$ cat src/rtl/cond_wait_pkg.sv
// Shared types and constants for the ordered condition-wait engine.
package cond_wait_pkg;

  localparam int unsigned NUM_STEPS = 7;

  typedef logic [2:0] step_idx_t;

  localparam step_idx_t LAST_STEP = step_idx_t'(NUM_STEPS - 1);

  typedef logic [1:0] state_t;

  localparam state_t StIdle = 2'd0;
  localparam state_t StWait = 2'd1;
  localparam state_t StDone = 2'd2;
  localparam state_t StErr  = 2'd3;

  localparam logic [1:0] SEL_A = 2'd0;
  localparam logic [1:0] SEL_B = 2'd1;
  localparam logic [1:0] SEL_C = 2'd2;

endpackage

$ cat src/rtl/cond_wait_eval.sv
// Combinational evaluator: is condition idx true on the given signed operands.
module cond_wait_eval
  import cond_wait_pkg::*;
#(
  parameter int unsigned W = 32
) (
  input  step_idx_t           idx,
  input  logic signed [W-1:0] a,
  input  logic signed [W-1:0] b,
  input  logic signed [W-1:0] c,
  output logic                cond_true
);

  localparam logic signed [W-1:0] KOne   = W'(1);
  localparam logic signed [W-1:0] KTwo   = W'(2);
  localparam logic signed [W-1:0] KThree = W'(3);
  localparam logic signed [W-1:0] KZero  = '0;

  // One extra bit so a+b never wraps before the compare against c.
  logic signed [W:0] a_ext;
  logic signed [W:0] b_ext;
  logic signed [W:0] c_ext;
  logic signed [W:0] sum;

  always_comb begin
    a_ext = {a[W-1], a};
    b_ext = {b[W-1], b};
    c_ext = {c[W-1], c};
    sum   = a_ext + b_ext;
  end

  always_comb begin
    cond_true = 1'b0;
    case (idx)
      3'd0:    cond_true = (a == KTwo);
      3'd1:    cond_true = (a < KTwo);
      3'd2:    cond_true = (a == KZero);
      3'd3:    cond_true = (a > KOne) && (a < KThree);
      3'd4:    cond_true = (b > a);
      3'd5:    cond_true = (sum < c_ext);
      3'd6:    cond_true = (a < b) && (b > c);
      default: cond_true = 1'b0;
    endcase
  end

endmodule

$ cat src/rtl/cond_wait_seq.sv
// Ordered level-sensitive wait engine: releases seven conditions in turn on
// registered variables a/b/c, with a per-step timeout.
module cond_wait_seq
  import cond_wait_pkg::*;
#(
  parameter int unsigned W       = 32,
  parameter int unsigned TIMEOUT = 1024
) (
  input  logic                clk,
  input  logic                rst,
  input  logic                upd_valid,
  input  logic [1:0]          upd_sel,
  input  logic signed [W-1:0] upd_data,
  input  logic                start,
  output logic                busy,
  output logic                step_valid,
  output logic [2:0]          step_idx,
  output logic                done,
  output logic                timeout_err,
  output logic signed [W-1:0] a_q,
  output logic signed [W-1:0] b_q,
  output logic signed [W-1:0] c_q
);

  localparam int unsigned TW = (TIMEOUT > 1) ? $clog2(TIMEOUT) : 1;
  localparam logic [TW-1:0] TimerLast = TW'(TIMEOUT - 1);

  logic signed [W-1:0] a_d, b_d, c_d;
  state_t              state_q, state_d;
  step_idx_t           idx_q, idx_d;
  logic [TW-1:0]       timer_q, timer_d;
  logic                cond_true;

  cond_wait_eval #(
    .W (W)
  ) u_eval (
    .idx       (idx_q),
    .a         (a_q),
    .b         (b_q),
    .c         (c_q),
    .cond_true (cond_true)
  );

  always_comb begin
    a_d = a_q;
    b_d = b_q;
    c_d = c_q;
    if (upd_valid) begin
      case (upd_sel)
        SEL_A:   a_d = upd_data;
        SEL_B:   b_d = upd_data;
        SEL_C:   c_d = upd_data;
        default: ;
      endcase
    end
  end

  always_comb begin
    state_d = state_q;
    idx_d   = idx_q;
    timer_d = timer_q;
    case (state_q)
      StIdle, StDone, StErr: begin
        if (start) begin
          state_d = StWait;
          idx_d   = '0;
          timer_d = '0;
        end
      end
      StWait: begin
        if (cond_true) begin
          timer_d = '0;
          if (idx_q == LAST_STEP) begin
            state_d = StDone;
          end else begin
            idx_d = idx_q + step_idx_t'(1);
          end
        end else if (timer_q == TimerLast) begin
          // idx stays put so the failing step remains visible.
          state_d = StErr;
        end else begin
          timer_d = timer_q + TW'(1);
        end
      end
      default: state_d = StIdle;
    endcase
  end

  always_ff @(posedge clk or posedge rst) begin
    if (rst) begin
      a_q     <= '0;
      b_q     <= '0;
      c_q     <= '0;
      state_q <= StIdle;
      idx_q   <= '0;
      timer_q <= '0;
    end else begin
      a_q     <= a_d;
      b_q     <= b_d;
      c_q     <= c_d;
      state_q <= state_d;
      idx_q   <= idx_d;
      timer_q <= timer_d;
    end
  end

  always_comb begin
    busy        = (state_q == StWait);
    step_valid  = busy && cond_true;
    step_idx    = idx_q;
    done        = (state_q == StDone);
    timeout_err = (state_q == StErr);
  end

endmodule

$ cat config.mk
export PLATFORM = sky130hd
export DESIGN_NAME = cond_wait_seq
export DESIGN_NICKNAME = d
export VERILOG_FILES = /design/src/rtl/cond_wait_pkg.sv /design/src/rtl/cond_wait_eval.sv /design/src/rtl/cond_wait_seq.sv
export SDC_FILE = /design/constraint.sdc
export NUM_CORES = 1
export LEC_CHECK = 0
export ABC_AREA = 1
export CAP_MARGIN = 15
export CORE_ASPECT_RATIO = 0.5
export CORE_UTILIZATION = 55
export DETAILED_ROUTE_END_ITERATION = 6
export PLACE_DENSITY = 0.89
export RECOVER_POWER = 25
export SLEW_MARGIN = 5
export SYNTH_ARGS = -nofsm -noshare
export SYNTH_HDL_FRONTEND = slang
export SYNTH_SLANG_ARGS = --single-unit
$ cat constraint.sdc
create_clock -name clk -period 5.3 [get_ports clk]
set_input_delay 1.06 -clock clk [delete_from_list [all_inputs] [get_ports clk]]
set_output_delay 1.06 -clock clk [all_outputs]
set_load 0.005 [all_outputs]
# Yosys cells after proc, flatten, opt, wreduce, memory -nomap -nowiden
# Cells that the tools add are included.
dict set report totals {
  elab_cells 63
  output_inout_bits 103
  register_bits 111
}
dict set report op_classes {
  n_reduce_logical 14
  mux 14
  magnitude_cmp 7
  addsub 3
  eq_ne 19
}
# operator n
set op_table {}
lappend op_table {{greater-than comparator 32 bit} 2}
lappend op_table {{< comparator 32 x 3 -> 1 bit (second input constant)} 2}
lappend op_table {{adder 32 x 32 -> 33 bit} 1}
lappend op_table {{< comparator 33 x 32 -> 1 bit} 1}
lappend op_table {{== test 32 x 3 -> 1 bit (second input constant)} 1}
lappend op_table {{greater-than comparator 32 x 2 -> 1 bit (second input constant)} 1}
lappend op_table {{logical NOT 32 bit} 1}
lappend op_table {{< comparator 32 bit} 1}
lappend op_table {{two-way mux 10 bit} 3}
lappend op_table {{one-hot mux 10 bit (2 select lines)} 1}
lappend op_table {{adder 10 x 1 -> 10 bit (second input constant)} 1}
lappend op_table {{== test 10 bit (second input constant)} 1}
lappend op_table {{== test 3 bit (second input constant)} 3}
lappend op_table {{two-way mux 3 bit} 3}
lappend op_table {{two-way mux 2 bit} 4}
lappend op_table {{AND reduction 2 bit} 4}
lappend op_table {{one-hot mux 1 bit (7 select lines)} 1}
lappend op_table {{== test 2 bit (second input constant)} 3}
lappend op_table {{== test 3 x 2 -> 1 bit (second input constant)} 2}
lappend op_table {{one-hot mux 3 bit (2 select lines)} 1}
lappend op_table {{AND reduction 3 bit} 2}
lappend op_table {{== test 2 x 1 -> 1 bit (second input constant)} 2}
lappend op_table {{logical NOT 2 bit} 2}
lappend op_table {{!= test 2 bit (second input constant)} 2}
lappend op_table {{10 further kinds} 12}

# Logic depth before layout (Yosys ltp)
# Gate-level depths: netlist of run 1.
dict set report depth {
  ltp_word 5
  depth_mapped 31
}

# Hierarchy
# Synthesis of run 1 repeated with hierarchy kept, for this count alone.
dict set report unflattened {
  hier_cells 1254
  hier_area_um2 9125.0
}
# module cells_per_inst area_each_um2 instances seq_area_each_um2
set modules_own_cells {}
lappend modules_own_cells {cond_wait_eval 784 4625.7 1 0.0}
lappend modules_own_cells {cond_wait_seq 470 4499.3 1 2777.7}

# Worst setup path before layout of run 1
# Ideal clock, no wire load.
dict set report synth_path {
  path_type {flip-flop to output port}
  start {register a_q[0]}
  end {output step_valid}
  path_stages_with_launch 28
  t_required_ps 4240
  t_arrival_ps 3428
  slack_ps 812
  path_cell_list {dfrtp_1 ha_1 inv_1 fa_1 o21ai_1 a21oi_1 o21bai_1 a21oi_1 nor2_1 o21ai_1 nand2_1 nand2_1 nand3_1 xnor2_1 ha_1 a21oi_1 nor2_1 nor3_1 nand2_1 a21oi_1 nand2_1 nand2_1 nand3_1 nand2_1 inv_1 nand2_2 nand3_1 inv_1}
}
dict set report synth_between {
  elab_chain_len 4
  elab_cells_between_ends 13
  classes_between {add/sub (1); order compare (6); eq/ne (1); mux (1); reduce/logical (4)}
}
# item line_no
set synth_rtl {}
lappend synth_rtl {{from (decl)} cond_wait_seq.sv:20} ;# output logic signed [W-1:0] a_q,
lappend synth_rtl {{from (signal assigned)} cond_wait_seq.sv:91} ;# a_q <= '0;
lappend synth_rtl {{from (signal assigned)} cond_wait_seq.sv:98} ;# a_q <= a_d;
lappend synth_rtl {{adder 32 x 32 -> 33 bit, or another cell as far along} cond_wait_eval.sv:29} ;# sum = a_ext + b_ext;
lappend synth_rtl {{< comparator 33 x 32 -> 1 bit, or another cell as far along} cond_wait_eval.sv:40} ;# 3'd5: cond_true = (sum < c_ext);
lappend synth_rtl {{one-hot mux 1 bit (7 select lines) *} cond_wait_eval.sv:34} ;# case (idx)
lappend synth_rtl {{logical AND 1 bit *} cond_wait_seq.sv:109} ;# step_valid = busy && cond_true;
lappend synth_rtl {{to (decl)} cond_wait_seq.sv:16} ;# output logic step_valid,
# Mark *: on every way between the ends. The rest lies on a longest branch, timed or not.

# Final worst setup path of run 1
dict set report layout_path {
  start {register b_q[2]}
  end {output step_valid}
}
dict set report layout_between {
  elab_chain_len 4
  elab_cells_between_ends 8
  classes_between {add/sub (1); order compare (4); mux (1); reduce/logical (2)}
}
# item line_no
set layout_rtl {}
lappend layout_rtl {{from (decl)} cond_wait_seq.sv:21} ;# output logic signed [W-1:0] b_q,
lappend layout_rtl {{from (signal assigned)} cond_wait_seq.sv:92} ;# b_q <= '0;
lappend layout_rtl {{from (signal assigned)} cond_wait_seq.sv:99} ;# b_q <= b_d;
lappend layout_rtl {{adder 32 x 32 -> 33 bit, or another cell as far along} cond_wait_eval.sv:29}
lappend layout_rtl {{< comparator 33 x 32 -> 1 bit or logical AND 1 bit (tied branches)} {cond_wait_eval.sv:40, cond_wait_eval.sv:41}}
lappend layout_rtl {{one-hot mux 1 bit (7 select lines) *} cond_wait_eval.sv:34}
lappend layout_rtl {{logical AND 1 bit *} cond_wait_seq.sv:109}
# Marks and branches as above.

==> results of run 1 <==
-- synth_stat cells, drive strengths merged (2+ instances only) --
| library cell | instances |
|---|---|
| o21a | 6 |
| a21oi | 96 |
| inv | 207 |
| nand3b | 2 |
| o21ai | 131 |
| a31oi | 3 |
| o211ai | 2 |
| ha | 134 |
| nand2 | 269 |
| and3 | 3 |
| nor2 | 78 |
| dfrtp | 111 |
| clkbuf | 18 |
| xor2 | 31 |
| nor4 | 5 |
| a21o | 3 |
| nand3 | 31 |
| o21bai | 4 |
| or2 | 4 |
| nor3 | 15 |
| nand4 | 14 |
-- state kept, by name, summed over array words and instances (netlist names) --
register  flops
a_q          32
b_q          32
c_q          32
state_q       2
step_idx      3
timer_q      10
-- logic make-up after synthesis --
logic type / count (synthesis) / synth area share
adders and majority gates: 135 / 0.195
buffers and inverters: 226 / 0.0976
AOI/OAI and AO/OA: 253 / 0.155
xor gates and xnor gates: 32 / 0.0322
DFF: 111 / 0.320
and+or+nand+nor: 422 / 0.200
-- worst paths after layout --
path,startpoint,end,cells past startpoint
max in group asynchronous,rst,c_q[28]$_DFFE_PP0P_,3
hold reg to reg,timer_q[4]$_DFFE_PP0P_,timer_q[4]$_DFFE_PP0P_,2
min in group asynchronous,rst,b_q[8]$_DFFE_PP0P_,2
hold / removal,timer_q[4]$_DFFE_PP0P_,timer_q[4]$_DFFE_PP0P_,2
setup / recovery,b_q[2]$_DFFE_PP0P_,step_valid,27
setup reg to reg,b_q[2]$_DFFE_PP0P_,timer_q[2]$_DFFE_PP0P_,30
-- per-layer routing --
layer  vias to the layer above  global-route usage  share of wire
li1                       4235                   -              -
met1                      4045               0.418           0.47
met2                       239               0.521           0.47
met3                        26              0.0407          0.048
met4                         0              0.0582          0.011
met5                         -                   0              0
-- stage by stage --
stage	setup WS, ps	instances	hold slack (ps)
after global routing	-252	1601	538
after global placement	-61.1	1577	459
final	60.8	1601	476
after detailed placement	-158	1577	462
after CTS	71.7	1599	479
after floorplan	812	1179	442
-- tightest hold or removal path, cell delays in order, from the launching register on --
cell and delay [ps]:
dfrtp_1 350, nand2_1 50, nand2_1 50
-- what timing repair did --
item                                    in CTS  in global routing
pin swaps                                   14                  4
resized for setup                           27                 16
endpoints found under the setup margin       1                  1
hold buffers                                 0                  0
setup buffers                                6                  2
-- final cells by class --
| class | count | area, um^2 | share of cell area |
|---|---|---|---|
| well taps | 204 | 255 | 0.0225 |
| clock inverters | 7 | 70.1 | 0.00617 |
| inverters | 208 | 781 | 0.0687 |
| clock buffers | 9 | 225 | 0.0198 |
| multi-input cells | 842 | 5260 | 0.463 |
| flip-flops and latches | 111 | 2780 | 0.244 |
| repair buffers | 220 | 2000 | 0.176 |
-- power breakdown --
group | switching, mW | internal, mW | leakage (nW) | total [mW]
combinational | 1.30 | 1.06 | 4.39 | 2.37
sequential | 0.143 | 0.984 | 1.40 | 1.13
clock | 0.334 | 0.369 | 0.146 | 0.702
total | 1.78 | 2.42 | 5.93 | 4.20
==> reports/results.txt, run 1 <==
pwr/cell area: 369 mW/mm^2
grt ovf: 0
Syn Nets: 1,352
Hold WC Path Type: flop to flop
share of flip-flops with an asynchronous set or reset: 1.00
largest net degree at the start of global routing: 77
Total GRT Usage: 0.306
Final Cycle Share: 0.989
worst path required time: 4240 ps
Mean Syn Cell Area: 7.37 um^2
CTS Buffer Depth: 2
Slew @ Worst Pin: 2850 ps
Final setup viols: 0
wire length per cell: 15.3 um
status: finished with violations
first-pass GRT wire length: 40,400 um
Die Span Y: 90.9 um
Final GP Congestion: 0.953
RSZ-0062 raised after global routing: true
row count: 32
Horiz. Die Dim: 180 um
R2R Setup Slk: 1080 ps
fillers: 1,209
cts bufs inserted: 9
final setup TNS: 0 ps
starting density of the core: 0.564
H-tree depth: 3
Fin. Hold Viols: 0
VDD IR max: 0.000182 V
fin. max-slew vios: 142
Final ANT Viol Nets: 0
crit path max fanout: 4
clock skew: 9.30 ps
First DRT Iteration DRCs: 506
Non-Filler Cell Area, Final: 0.0114 mm^2
Synthesis Warnings: 0
post-synth design cell area: 0.00869 mm^2
Total Wirelength: 24,500 um
ys flop type: dfrtp_1
static leakage: 5.93 nW
Ant. Diodes: 0
initial antenna violation count: 0
commonest cells after routing, fill and taps aside: nand2_1 (264), inv_1 (203), clkdlybuf4s50_1 (137)
Synth cell types: 39
Ports: 141
#FFs+latches synth: 111
CTS tree: yes
via density per instance: 5.34
Die ar.: 0.0163 mm^2
DR vias: 8,545
failing checks: design-rule violations, max-capacitance violations, max-slew violations
slowest stage cell on the critical path: dfrtp_1
Core Area: 0.0154 mm^2
clock latency at the later pin of the worst-skew pair: 350 ps
drt first pass iters: 7
crit path capture type: primary output
Pwr Total: 4.20 mW
largest cells by area after synthesis: dfrtp_1 (32%), ha_1 (19%), nand2_1 (11%), inv_1 (8.9%), o21ai_0 (7.3%)
Gate Count Post-Synth: 1,179
vias in the first global route: 8,442
max_cap viols: 2
CP startpoint kind: flop
crit path time final: 5240 ps
CP most frequent cell: a21oi_2
nets: 1,565
worst path bufs/invs: 4
CTS root buffer: clkbuf_16
proportion of layout cells with a drive suffix above 1: 0.107
number of synthesized flops with an enable pin: 0
Yosys top cell by area: dfrtp_1
kind of critical path: flop to primary output
Post-DP Area: 0.0108 mm^2
Fmax achieved: 191 MHz
top cell type's share of synthesized area: 0.320
clock sink total: 111
clk slew on worst S/H paths: 80 ps
max_slew headroom: -0.903
DRC viols: 4
crit path DAT: 4180 ps
Layout area overhead: 30.7%
I/O Buffers: 140
Top delay family on crit path: compound AO/OA/AOI/OAI gates
sequential fraction of the synthesis area: 0.320
Core Util, Final: 0.737
commonest non-fill, non-tap cell in the layout: nand2_1
HPWL after DPL: 19,000 um
crit-path max cell delay: 400 ps
Note: power is estimated with default switching activity, not from simulation.
==> run 2: changes to the inputs <==
--- a/config.mk
+++ b/config.mk
@@ -5,13 +5,13 @@
 export SDC_FILE = /design/constraint.sdc
 export NUM_CORES = 1
 export LEC_CHECK = 0
-export ABC_AREA = 1
 export CAP_MARGIN = 15
 export CORE_ASPECT_RATIO = 0.5
 export CORE_UTILIZATION = 55
 export DETAILED_ROUTE_END_ITERATION = 6
 export PLACE_DENSITY = 0.89
 export RECOVER_POWER = 25
+export SKIP_CTS_REPAIR_TIMING = 1
 export SLEW_MARGIN = 5
 export SYNTH_ARGS = -nofsm -noshare
 export SYNTH_HDL_FRONTEND = slang
==> run 2 against run 1 <==
Compared with the run above: first-iteration DRC count decreased by 6.5%; cell count decreased by 14%; synthesized cell count decreased by 22%; sequential cell count unchanged; register-to-register slack got worse by 1400 ps; clock skew increased by 3.4 ps; setup slack got worse by 1200 ps; largest power group unchanged; the flow finishes with violations (max-capacitance violations, max-slew violations, negative setup slack); via count decreased by 4.3%.
==> reports/results.txt, run 2 <==
Die Span Y: 90.0 um (was 90.9 um)
cts bufs inserted: 9 (unchanged)
Die ar.: 0.0160 mm^2 (was 0.0163 mm^2)
#FFs+latches synth: 111 (unchanged)
post-synthesis mux area share: 0.0923 (was 0)
post-synth design cell area: 0.00851 mm^2 (was 0.00869 mm^2)
Post-synth top cells: ha_1 (134), dfrtp_1 (111), inv_1 (96), nand2_1 (70) (was nand2_1 (265), inv_1 (205), ha_1 (134), o21ai_0 (127), dfrtp_1 (111))
FF-to-FF Start: a_q[0]$_DFFE_PP0P_ (was b_q[2]$_DFFE_PP0P_)
RR Endpoint: step_idx[1]$_DFFE_PP0P_ (was timer_q[2]$_DFFE_PP0P_)
Mean Syn Cell Area: 9.31 um^2 (was 7.37 um^2)
grt ovf: 0 (unchanged)
min-delay src: timer_q[0]$_DFFE_PP0P_ (was timer_q[4]$_DFFE_PP0P_)
slowest stage cell on the critical path: a311oi_2 (was dfrtp_1)
Post-Synth Adder-Cell Area: 0.199 (was 0.195)
static leakage: 5.46 nW (was 5.93 nW)
CTS root buffer: clkbuf_16 (unchanged)
worst path bufs/invs: 2 (was 4)
fin. max-slew vios: 80 (was 142)
nets: 1,352 (was 1,565)
status: finished with violations (unchanged)
kind of critical path: flop to primary output (unchanged)
crit path max fanout: 3 (was 4)
DR vias: 8,181 (was 8,545)
Compound-Gate Fraction of Synth Area: 0.166 (was 0.155)
number of synthesized flops with an enable pin: 0 (unchanged)
crit path capture type: primary output (unchanged)
failing checks: max-capacitance violations, max-slew violations, negative setup slack (was design-rule violations, max-capacitance violations, max-slew violations)
R2R Setup Slk: -340 ps (was 1080 ps)
Fin. Hold Viols: 0 (unchanged)
Place WS: -896 ps (was -158 ps)
HPWL after DPL: 18,600 um (was 19,000 um)
Gate Count Post-Synth: 914 (was 1,179)
Top delay family on crit path: compound AO/OA/AOI/OAI gates (unchanged)
Total Wirelength: 25,300 um (was 24,500 um)
VDD IR max: 0.000207 V (was 0.000182 V)
Hold WC Path Type: flop to flop (unchanged)
Yosys top cell by area: dfrtp_1 (unchanged)
Ports: 141 (unchanged)
ys flop type: dfrtp_1 (unchanged)
CP startpoint kind: flop (unchanged)
RSZ-0062 raised after global routing: true (unchanged)
commonest cells after routing, fill and taps aside: clkdlybuf4s50_1 (138), buf_4 (137), ha_1 (132) (was nand2_1 (264), inv_1 (203), clkdlybuf4s50_1 (137))
Final Cycle Share: 1.21 (was 0.989)
drt first pass iters: 5 (was 7)
commonest non-fill, non-tap cell in the layout: clkdlybuf4s50_1 (was nand2_1)
I/O Buffers: 140 (unchanged)
wire length per cell: 18.3 um (was 15.3 um)
Regs by FF count: a_q x32, b_q x32, c_q x32 (unchanged)
via density per instance: 5.92 (was 5.34)
pwr/cell area: 418 mW/mm^2 (was 369 mW/mm^2)
first-pass GRT wire length: 40,500 um (was 40,400 um)
Syn Nets: 1,087 (was 1,352)
Slew @ Worst Pin: 3030 ps (was 2850 ps)
clk slew on worst S/H paths: 90 ps (was 80 ps)
Final setup viols: 16 (was 0)
CTS tree: yes (unchanged)
WHS Endpoint: timer_q[0]$_DFFE_PP0P_ (was timer_q[4]$_DFFE_PP0P_)
setup ws final: -1100 ps (was 60.8 ps)
CTS Buffer Depth: 2 (unchanged)
starting density of the core: 0.576 (was 0.564)
reg2reg path depth: 26 (was 30)
Final GP Congestion: 0.939 (was 0.953)
worst path required time: 4240 ps (about the same)
proportion of layout cells with a drive suffix above 1: 0.211 (was 0.107)
H-tree depth: 3 (unchanged)
main combinational cell family by area after synthesis: adder cells (was simple AND/OR/NAND/NOR gates)
Layout area overhead: 35.1% (was 30.7%)
most numerous cell in the Yosys netlist: ha_1 (was nand2_1)
top cell type's share of synthesized area: 0.326 (was 0.320)
Hold Path Stages: 1 (was 2)
largest cells by area after synthesis: dfrtp_1 (33%), ha_1 (20%), mux2_2 (8.7%), inv_1 (4.2%), a21oi_1 (3.9%) (was dfrtp_1 (32%), ha_1 (19%), nand2_1 (11%), inv_1 (8.9%), o21ai_0 (7.3%))
vias in the first global route: 8,246 (was 8,442)
Total GRT Usage: 0.317 (was 0.306)
crit-path max cell delay: 390 ps (was 400 ps)
Core Util, Final: 0.778 (was 0.737)
Horiz. Die Dim: 178 um (was 180 um)
DRC viols: 0 (was 4)
row count: 31 (was 32)
share of flip-flops with an asynchronous set or reset: 1.00 (unchanged)
Final ANT Viol Nets: 0 (unchanged)
largest net degree at the start of global routing: 80 (was 77)
crit path DAT: 5340 ps (was 4180 ps)
simple logic cell fraction of the synthesized area: 0.131 (was 0.200)
sequential fraction of the synthesis area: 0.326 (was 0.320)
Fmax achieved: 156 MHz (was 191 MHz)
Core Area: 0.0148 mm^2 (was 0.0154 mm^2)
First DRT Iteration DRCs: 473 (was 506)
Stages on worst setup path: 24 (was 27)
Synth Area in XOR/XNOR: 0.0298 (was 0.0322)
Synthesis Warnings: 0 (unchanged)
critical-path cell list: ha_2 -> inv_2 -> fa_2 -> nor2_4 -> o311ai_4 -> a311oi_2 -> a32oi_2 -> nand3b_1 -> a311oi_2 -> nor2_2 -> o31ai_4 -> or4_1 -> nand3_1 -> ha_1 -> a21o_1 -> a21o_1 -> a21oi_1 -> o211ai_1 -> a211oi_2 -> xor2_2 -> o221ai_2 -> a22oi_4 -> nor2_4 -> clkbuf_2
clock skew: 12.7 ps (was 9.30 ps)
crit path time final: 6400 ps (was 5240 ps)
initial antenna violation count: 0 (unchanged)
Ant. Diodes: 0 (unchanged)
max_slew headroom: -1.02 (was -0.903)
Synth cell types: 73 (was 39)
max_cap viols: 1 (was 2)
clock sink total: 111 (unchanged)
clock latency at the later pin of the worst-skew pair: 370 ps (was 350 ps)
[run 2: routing by layer]
| layer | wire length, um | up-vias | GRT usage |
|---|---|---|---|
| li1 | - | 3776 | - |
| met1 | 10800 | 3986 | 0.400 |
| met2 | 12000 | 349 | 0.532 |
| met3 | 1920 | 70 | 0.0761 |
| met4 | 550 | 0 | 0.0997 |
| met5 | 0 | - | 0 |
[run 2: worst register-to-register path: stages, from the launching register on]
cell and delay [ps]:
dfrtp_1 360, ha_2 190, inv_2 40, fa_2 360, nor2_4 160, o311ai_4 100
a311oi_2 390, a32oi_2 220, nand3b_1 230, a311oi_2 350, nor2_2 100, buf_6 140
nor2_4 90, nand2_1 60, a32o_2 300, ha_4 270, nand4_1 110, nor4_2 280
nand2_1 110, o211ai_1 220, a211oi_2 90, xor2_2 190, o221ai_2 240, a22oi_4 100
buf_4 230, a211oi_2 240, mux2_1 360
[run 2: through the flow]
step                cell area (um^2)  power, mW  hold slack, ps  cells  setup TNS (ps)
CTS                            11400       4.69             527   1376           -2610
global route                   11500       5.13             537   1382           -5810
global placement               11100       3.81             491   1360            -906
detailed placement             11100       3.93             515   1360           -1470
finish                         11500       4.80             522   1382           -3460
floorplan                       8540       2.78             472    914            -191
[run 2: logic make-up after synthesis]
logic type               after synthesis
AND/OR/NAND/NOR                      229
AO/OA/AOI/OAI                        218
adder cells (fa/ha/maj)              135
buffers and inverters                122
flip-flops                           111
multiplexers                          70
XOR/XNOR                              29
[run 2: area by class of cell]
class / count / area (um^2)
clock buffers: 9 / 225
flip-flops and latches: 111 / 2780
multi-input cells: 681 / 5360
well taps: 198 / 248
fillers: 923 / 3280
clock inverters: 7 / 81.3
repair buffers: 278 / 2440
inverters: 98 / 368
[run 2: worst max-delay path by stage]
stage,from,to,slack (ps)
after floorplan,a_q[0]$_DFFE_PP0P_,step_valid,-190
after global placement,b_q[0]$_DFFE_PP0P_,step_valid,-800
after detailed placement,b_q[0]$_DFFE_PP0P_,step_valid,-900
after CTS,b_q[0]$_DFFE_PP0P_,step_valid,-1360
after global routing,b_q[0]$_DFFE_PP0P_,step_valid,-1210
final,a_q[0]$_DFFE_PP0P_,step_valid,-1100
[run 2: power breakdown]
group	leakage [nW]	internal, mW	switching [mW]	total [mW]
Sequential	1.34	1.02	0.165	1.18
Clock	0.150	0.340	0.374	0.714
Combinational	3.97	1.43	1.48	2.91
Total	5.46	2.79	2.02	4.80
